## src/rtl/mem_access_ctrl_if.sv

```systemverilog
// Request/response handshake between a requester and mem_access_ctrl.
// Requests use valid/ready. Responses are a one-cycle rsp_valid pulse with no ready.
interface mem_access_ctrl_if #(
  parameter int DATA_W = 8,
  parameter int ADDR_W = 3
);
  logic              req_valid;
  logic              req_ready;
  logic              req_write;
  logic [ADDR_W-1:0] req_addr;
  logic [DATA_W-1:0] req_wdata;
  logic              rsp_valid;
  logic [DATA_W-1:0] rsp_rdata;

  modport master (
    output req_valid, req_write, req_addr, req_wdata,
    input  req_ready, rsp_valid, rsp_rdata
  );

  modport slave (
    input  req_valid, req_write, req_addr, req_wdata,
    output req_ready, rsp_valid, rsp_rdata
  );
endinterface

```

## src/rtl/mem_access_ctrl.sv

```systemverilog
// Turns valid/ready requests into glitch-free Memory_unit latch strobes (SETUP/STROBE/HOLD), plus a zero-fill clear.
// One access per 3+STROBE_CYCLES cycles, read data returned in HOLD; req_ready is low whenever not IDLE or clear_start is high.
module mem_access_ctrl #(
  parameter int DATA_W        = 8,
  parameter int ADDR_W        = 3,
  parameter int STROBE_CYCLES = 1
) (
  input  logic              clk,
  input  logic              rst_n,
  mem_access_ctrl_if.slave  req,
  input  logic              clear_start,
  output logic              clear_busy,
  output logic              mem_op,
  output logic              mem_select,
  output logic [ADDR_W-1:0] mem_address,
  output logic [DATA_W-1:0] mem_in_bus,
  input  logic [DATA_W-1:0] mem_out_bus
);

  typedef enum logic [1:0] {IDLE, SETUP, STROBE, HOLD} state_t;

  localparam logic [3:0]        STB_LAST  = 4'(STROBE_CYCLES - 1);
  localparam logic [ADDR_W-1:0] WORD_LAST = '1;

  state_t            state, state_n;
  logic [3:0]        stb_cnt, stb_cnt_n;
  logic [ADDR_W-1:0] word_cnt, word_cnt_n, addr_n;
  logic [DATA_W-1:0] data_n;
  logic              op_n, clearing_n;
  logic              rsp_valid_q;
  logic [DATA_W-1:0] rsp_rdata_q;
  logic              accept, stb_last;

  assign req.req_ready = rst_n && (state == IDLE) && !clear_start;
  assign req.rsp_valid = rsp_valid_q;
  assign req.rsp_rdata = rsp_rdata_q;
  assign accept        = req.req_valid && req.req_ready;
  assign stb_last      = (stb_cnt == STB_LAST);

  always_comb begin
    state_n    = state;
    stb_cnt_n  = stb_cnt;
    word_cnt_n = word_cnt;
    clearing_n = clear_busy;
    op_n       = mem_op;
    addr_n     = mem_address;
    data_n     = mem_in_bus;
    case (state)
      IDLE: begin
        if (clear_start) begin
          clearing_n = 1'b1;
          word_cnt_n = '0;
          op_n       = 1'b1;
          addr_n     = '0;
          data_n     = '0;
          state_n    = SETUP;
        end else if (accept) begin
          op_n    = req.req_write;
          addr_n  = req.req_addr;
          data_n  = req.req_wdata;
          state_n = SETUP;
        end
      end
      SETUP: begin
        stb_cnt_n = '0;
        state_n   = STROBE;
      end
      STROBE: begin
        if (stb_last) state_n = HOLD;
        else          stb_cnt_n = stb_cnt + 4'd1;
      end
      HOLD: begin
        // The clear walks addresses upward and stops at the top word without wrapping.
        if (clear_busy && (word_cnt != WORD_LAST)) begin
          word_cnt_n = word_cnt + 1'b1;
          addr_n     = word_cnt + 1'b1;
          state_n    = SETUP;
        end else begin
          clearing_n = 1'b0;
          state_n    = IDLE;
        end
      end
      default: state_n = IDLE;
    endcase
  end

  // Strobe and response flags are registered from the next state so the latch side sees clean edges.
  always_ff @(posedge clk or negedge rst_n) begin
    if (!rst_n) begin
      state       <= IDLE;
      stb_cnt     <= '0;
      word_cnt    <= '0;
      clear_busy  <= 1'b0;
      mem_op      <= 1'b0;
      mem_select  <= 1'b0;
      mem_address <= '0;
      mem_in_bus  <= '0;
      rsp_valid_q <= 1'b0;
      rsp_rdata_q <= '0;
    end else begin
      state       <= state_n;
      stb_cnt     <= stb_cnt_n;
      word_cnt    <= word_cnt_n;
      clear_busy  <= clearing_n;
      mem_op      <= op_n;
      mem_address <= addr_n;
      mem_in_bus  <= data_n;
      mem_select  <= (state_n == STROBE);
      rsp_valid_q <= (state_n == HOLD) && !op_n;
      if ((state == STROBE) && stb_last && !mem_op)
        rsp_rdata_q <= mem_out_bus;
    end
  end

endmodule

```

## src/flat_wrapper.sv

```systemverilog
// flat-port wrapper written by rule: the top's interface ports become plain ports
module mem_access_ctrl_flat 
#(
  parameter int DATA_W        = 8,
  parameter int ADDR_W        = 3,
  parameter int STROBE_CYCLES = 1
)
  (clk, rst_n, clear_start, clear_busy, mem_op, mem_select, mem_address, mem_in_bus, mem_out_bus, req_req_valid, req_req_write, req_req_addr, req_req_wdata, req_req_ready, req_rsp_valid, req_rsp_rdata);
  mem_access_ctrl_if #(.DATA_W(DATA_W), .ADDR_W(ADDR_W)) req_i ();
  input  logic clk;
  input  logic rst_n;
  input  logic clear_start;
  output logic clear_busy;
  output logic mem_op;
  output logic mem_select;
  output logic [ADDR_W-1:0] mem_address;
  output logic [DATA_W-1:0] mem_in_bus;
  input  logic [DATA_W-1:0] mem_out_bus;
  input wire logic [$bits(req_i.req_valid)-1:0] req_req_valid;
  input wire logic [$bits(req_i.req_write)-1:0] req_req_write;
  input wire logic [$bits(req_i.req_addr)-1:0] req_req_addr;
  input wire logic [$bits(req_i.req_wdata)-1:0] req_req_wdata;
  output wire logic [$bits(req_i.req_ready)-1:0] req_req_ready;
  output wire logic [$bits(req_i.rsp_valid)-1:0] req_rsp_valid;
  output wire logic [$bits(req_i.rsp_rdata)-1:0] req_rsp_rdata;
  assign req_i.req_valid = req_req_valid;
  assign req_i.req_write = req_req_write;
  assign req_i.req_addr = req_req_addr;
  assign req_i.req_wdata = req_req_wdata;
  assign req_req_ready = req_i.req_ready;
  assign req_rsp_valid = req_i.rsp_valid;
  assign req_rsp_rdata = req_i.rsp_rdata;
  mem_access_ctrl #(.DATA_W(DATA_W), .ADDR_W(ADDR_W), .STROBE_CYCLES(STROBE_CYCLES)) u_core (.clk(clk), .rst_n(rst_n), .req(req_i), .clear_start(clear_start), .clear_busy(clear_busy), .mem_op(mem_op), .mem_select(mem_select), .mem_address(mem_address), .mem_in_bus(mem_in_bus), .mem_out_bus(mem_out_bus));
endmodule
```

## config.mk

```make
export PLATFORM = sky130hd
export DESIGN_NAME = mem_access_ctrl_flat
export DESIGN_NICKNAME = d
export VERILOG_FILES = /design/src/rtl/mem_access_ctrl_if.sv /design/src/rtl/mem_access_ctrl.sv /design/src/flat_wrapper.sv
export SDC_FILE = /design/constraint.sdc
export NUM_CORES = 1
export LEC_CHECK = 0
export CORE_MARGIN = 2
export CORE_UTILIZATION = 30
export CTS_CLUSTER_SIZE = 40
export DETAILED_ROUTE_END_ITERATION = 6
export GPL_ROUTABILITY_DRIVEN = 0
export SLEW_MARGIN = 20
export SYNTH_ARGS = -nofsm -noshare
export SYNTH_HDL_FRONTEND = slang
export SYNTH_SLANG_ARGS = --single-unit
```

## constraint.sdc

```tcl
create_clock -name clk -period 2 [get_ports clk]
set_input_delay 0.4 -clock clk [delete_from_list [all_inputs] [get_ports clk]]
set_output_delay 0.4 -clock clk [all_outputs]
set_load 0.02 [all_outputs]
```

== Word-level counts from Yosys, hierarchy flattened ==
Index checks and enable logic that the tools add are counted.

* Input bits: 24
* Register bits: 32
* Logic and storage cells: 64
* Output and inout bits: 24

* Muxes and demuxes: 21
* $add $sub $neg: 2
* Equal/unequal tests: 11
* Reduce and logical (&&, ||, !) cells: 20

{| class="wikitable"
|+ Operator list
! kind !! count
|-
| two-way mux 8 bit || 2
|-
| two-way mux 3 bit || 4
|-
| one-hot mux 3 bit (2 select lines) || 2
|-
| AND reduction 3 bit || 3
|-
| equality test 2 bit (second input constant) || 4
|-
| one-hot mux 2 bit (4 select lines) || 1
|-
| one-hot mux 4 bit (2 select lines) || 1
|-
| logical AND 1 bit || 7
|-
| two-way mux 1 bit || 6
|-
| two-way mux 2 bit || 3
|-
| != test 2 bit (second input constant) || 3
|-
| nonzero test 2 bit || 3
|-
| adder 4 x 1 -> 4 bit (second input constant) || 1
|-
| zero test 4 bit || 1
|-
| two-way mux 4 bit || 1
|-
| AND reduction 2 bit || 2
|-
| adder 3 x 1 -> 3 bit (second input constant) || 1
|-
| zero test 1 bit || 3
|-
| != test 3 x 2 -> 1 bit (second input constant) || 1
|-
| != test 3 bit (second input constant) || 1
|-
| equality test 2 x 1 -> 1 bit (second input constant) || 1
|-
| zero test 2 bit || 1
|-
| != test 2 x 1 -> 1 bit (second input constant) || 1
|-
| one-hot mux 1 bit (2 select lines) || 1
|}

== Depth between registers and ports, before layout ==
* Depth in word-level cells: 9
* Gate-level depth with buffers: 6
* Depth with buffers taken out: 5

== Worst setup path after synthesis ==
No wires, ideal clock.

* Path type: flip-flop to flip-flop
* Start point: reg u_core.word_cnt[0]
* End point: reg u_core.mem_address[2]
* Setup time: 0.125 ns
* Period minus slack after synthesis: 1.715 ns
* Stages on the path, launching flop included: 6
* Path buffers: 0
* Slack: 0.285 ns
* Arrival: 1.589 ns
* Data required time: 1.875 ns
* Path through: dfrtp_1 > ha_1 > ha_1 > nand2b_4 > a221oi_4 > mux2_4

* Longest elaborated chain between the ends: 4
* Elaborated cells on any way between the ends: 7
* Classes of those cells: add/sub (1); eq/ne (2); mux (2); reduce/logical (2)

{| class="wikitable"
|+ RTL lines
! element !! RTL line !! text
|-
| start: declaration || mem_access_ctrl.sv:27 || <nowiki>logic [ADDR_W-1:0] word_cnt, word_cnt_n, addr_n;</nowiki>
|-
| start signal: assignment || mem_access_ctrl.sv:103 || <nowiki>word_cnt <= word_cnt_n;</nowiki>
|-
| branches (longest 4 deep; another with adder 3 x 1 -> 3 bit) || - ||
|-
| end signal: assignment || mem_access_ctrl.sv:106 || <nowiki>mem_address <= addr_n;</nowiki>
|-
| end: declaration || mem_access_ctrl.sv:15 || <nowiki>output logic [ADDR_W-1:0] mem_address,</nowiki>
|}

Parallel ways; which one is timed is not known. The select of a mux whose other input is x is not followed.
A chain may end at the register's enable or synchronous reset.

== Final worst setup path ==
* Start point: reg u_core.state[1]
* End point: out req_req_ready

* Longest elaborated chain between the ends: 3

{| class="wikitable"
|+ RTL lines
! element !! RTL line !! text
|-
| start: declaration || mem_access_ctrl.sv:25 || <nowiki>state_t state, state_n;</nowiki>
|-
| start signal: assignment || mem_access_ctrl.sv:101 || <nowiki>state <= state_n;</nowiki>
|-
| zero test 2 bit || mem_access_ctrl.sv:34 || <nowiki>assign req.req_ready = rst_n && (state == IDLE) && !clear_start;</nowiki>
|-
| logical AND 1 bit (2 in a row) || mem_access_ctrl.sv:34 ||
|-
| end: declaration || flat_wrapper.sv:23 || <nowiki>output wire logic [$bits(req_i.req_ready)-1:0] req_req_ready;</nowiki>
|}

Every way passes these cells.

==> summary.txt <==
Outcome
  • Status: finished, final reports clean

Final layout
  • Area Overhead vs Synth: 42.9%
  • Share of cells above drive strength 1: 0.195
  • Fin nets: around 230
  • # diodes: 0

Floorplanning
  • Row cnt: 26
  • Die X: 78.1 µm
  • Core area: 5200 µm²
  • Chip height: 78.1 µm
  • Die footprint: 6100 µm²
  • Num ports: 48
  • Initial Utilization: 0.316

Synth
  • Yosys warns: 0
  • Post-synth cell types: 38
  • Mapped Avg Cell Area: 11.9 µm²
  • Gate Count Post-Synth: ~140
  • Mapped Area: 1650 µm²
  • Yosys reg bits: 32
  • Leading area contributor after synthesis: dfrtp_1
  • Top FF cell, synth: dfrtp_1
  • Most frequent cells after synthesis: dfrtp_1 (32), inv_1 (16), mux2_2 (10)
  • Syn_nets: 171
  • Sequential share of the synthesized area: 0.486
  • Cell with the most instances after synthesis: dfrtp_1
  • Synth top area share: 0.486
  • Area contributors post-synth: dfrtp_1 (49%), ha_1 (6.8%), mux2_2 (6.8%)
  • Ys async rst share: 1.00
  • Post-synth EDFFs: 0

STA
  • Worst Clk Skew: 4.14 ps
  • Measured slew at the worst slew-check pin: between 400 and 500 ps
  • Final Max Slew Viols: 0
  • Slew margin rel.: 0.694
  • Hold Vio Cnt, Final: 0
  • Setup TNS: 0 ps
  • Min Tclk post-route: 1800 ps
  • Final setup violation count: 0
  • Unrepaired setup endpoints after global routing: false
  • Fmax: 554 MHz
  • Final Cycle Share: 0.902

Detailed routing
  • Met2 Wirelength: about 1900 µm
  • Max layer used: met4
  • Residual DRC: 0
  • DRT iter0 DRCs: 82
  • DR pass1 iterations: 4
  • WL final: 3850 µm
  • Met1 Routed Length: ~1600 µm
  • DR WL/cell: around 14 µm
  • Vias per cell: between 4 and 5
  • DRT antenna net count: 0
  • Via count: 1,274
  • Wire length on met3: 216 µm

Clocking
  • Worst-path clk slew: 60 ps
  • CTS Sinks: 32
  • Num CTS Buffers: 5
  • CTS tree: yes
  • Htree depth: 2
  • Postcts setup bufs: 0
  • Clock buffer depth: 2
  • Clk root buf: clkbuf_8
  • Worst-skew pair later-pin latency: between 200 and 300 ps

Power and ir drop
  • VDD IR max: 625 µV
  • P_leak: 1.05 nW
  • PwrDens: ~1500 nW/µm²
  • Power, Total: roughly 0.0035 W

Worst setup path
  • Setup crit end kind: output pin
  • Crit-path max cell delay: about 380 ps
  • Critical path, cell by cell: inv_1 -> ha_1 -> nor2b_2 -> and2_1 -> clkbuf_2
  • Critical path peak fanout: 3
  • CP startpoint kind: register
  • Crit path max-delay family: flip-flops
  • CP Class: reg -> out
  • WP buf/inv: 2
  • CP Data Required Time: 1600 ps
  • Slowest-stage cell, CP: dfrtp_1
  • Worst path arrival time: 1400 ps

GRT
  • Overall Global Routing Usage: 0.136
  • Vias in the first global route: roughly 1,300
  • First-pass GRT wire length: around 6300 µm
  • Initial antenna violation count: 0
  • Total congestion overflow: 0
  • Largest net degree at the start of global routing: 17

Worst hold path
  • Worst Hold Class: in -> async

Placement
  • Dpl hpwl: 2940 µm
  • I/O Buffers: 47

Flow run
  • Max Cap Violations: 0
## flip-flops by register name, summed over array words and instances (netlist names)
register and flops:
u_core.mem_address 3, u_core.mem_select 1, u_core.stb_cnt 4, u_core.word_cnt 3, u_core.state 2, u_core.mem_in_bus 8
u_core.mem_op 1, u_core.clear_busy 1, u_core.req.rsp_valid 1, u_core.req.rsp_rdata 8
## per-stage QoR
stage	hold WS, ps	instances	worst slack [ps]	util	area [µm²]
floorplan	104	138	285	-	1650
global placement	234	261	-142	0.434	2260
detailed placement	232	261	-136	0.434	2260
CTS	171	270	27.4	0.453	2360
global route	183	270	92.7	0.452	2350
finish	168	270	196	0.452	2350
## placed cells by master, fill, tap and decap left out, types with 3 or more instances in the layout
| master | count |
|---|---|
| mux2i_1 | 7 |
| nor2_1 | 3 |
| o22ai_1 | 8 |
| clkbuf_8 | 6 |
| buf_4 | 11 |
| nand2_1 | 3 |
| ha_1 | 9 |
| clkdlybuf4s50_1 | 45 |
| a21oi_1 | 4 |
| a22oi_1 | 8 |
| dfrtp_1 | 32 |
| mux2_2 | 10 |
| nor2b_1 | 3 |
| inv_1 | 16 |
## worst reg2reg max path, cell delays in order, from the launching register on
cell      delay [ps]
dfrtp_1          400
ha_1             220
ha_1             210
nand2b_4         170
a211oi_4         320
mux2_2           380
## logic make-up after synthesis
family | after synthesis | synth area share
XOR/XNOR | 1 | 0.00532
multiplexers | 18 | 0.120
AO/OA/AOI/OAI | 30 | 0.150
flip-flops | 32 | 0.486
adder cells (fa/ha/maj) | 9 | 0.0684
AND/OR/NAND/NOR | 27 | 0.119
buffers and inverters | 21 | 0.0509
## power breakdown
| part | switching [W] | total [W] | internal [W] |
|---|---|---|---|
| clock | 0.000227 | 0.000507 | 0.000280 |
| sequential | 0.000163 | 0.00107 | 0.000911 |
| combinational | 0.000942 | 0.00195 | 0.00101 |
## cell type report
class / instances / area [µm²]
Fill cell: 491 / 2850
Tap cell: 70 / 87.6
Clock buffer: 8 / 90.1
Multi-Input combinational cell: 85 / 762
Sequential cell: 32 / 801
Timing Repair Buffer: 59 / 553
Inverter: 16 / 60.1
## layer usage
layer | vias up | track usage
li1 | 609 | -
met1 | 626 | 0.162
met2 | 32 | 0.222
met3 | 7 | 0.0448
met4 | 0 | 0.0632
met5 | - | 0
## worst paths after layout
path / slack, ps / from / endpoint / cells past startpoint
min in group clk: 480 / rst_n / u_core.state[0]$_DFF_PN0_ / 3
worst min-delay path: 170 / rst_n / u_core.mem_address[1]$_DFFE_PN0P_ / 2
max in group asynchronous: 1370 / rst_n / u_core.mem_op$_DFF_PN0_ / 2
worst max register to register: 200 / u_core.word_cnt[0]$_DFFE_PN0P_ / u_core.word_cnt[1]$_DFFE_PN0P_ / 5
worst min register to register: 510 / u_core.req.rsp_rdata[5]$_DFFE_PN0P_ / u_core.req.rsp_rdata[5]$_DFFE_PN0P_ / 1
worst max-delay path: 200 / u_core.state[1]$_DFF_PN0_ / req_req_ready / 5
## timing repair
item / in CTS / in global routing
hold endpoints to repair: 1 / 0
hold buffers: 1 / 0
gates resized for setup: 1 / 2
endpoints found under the setup margin: 1 / 1
No activity file was read; power rests on OpenSTA's default activity.
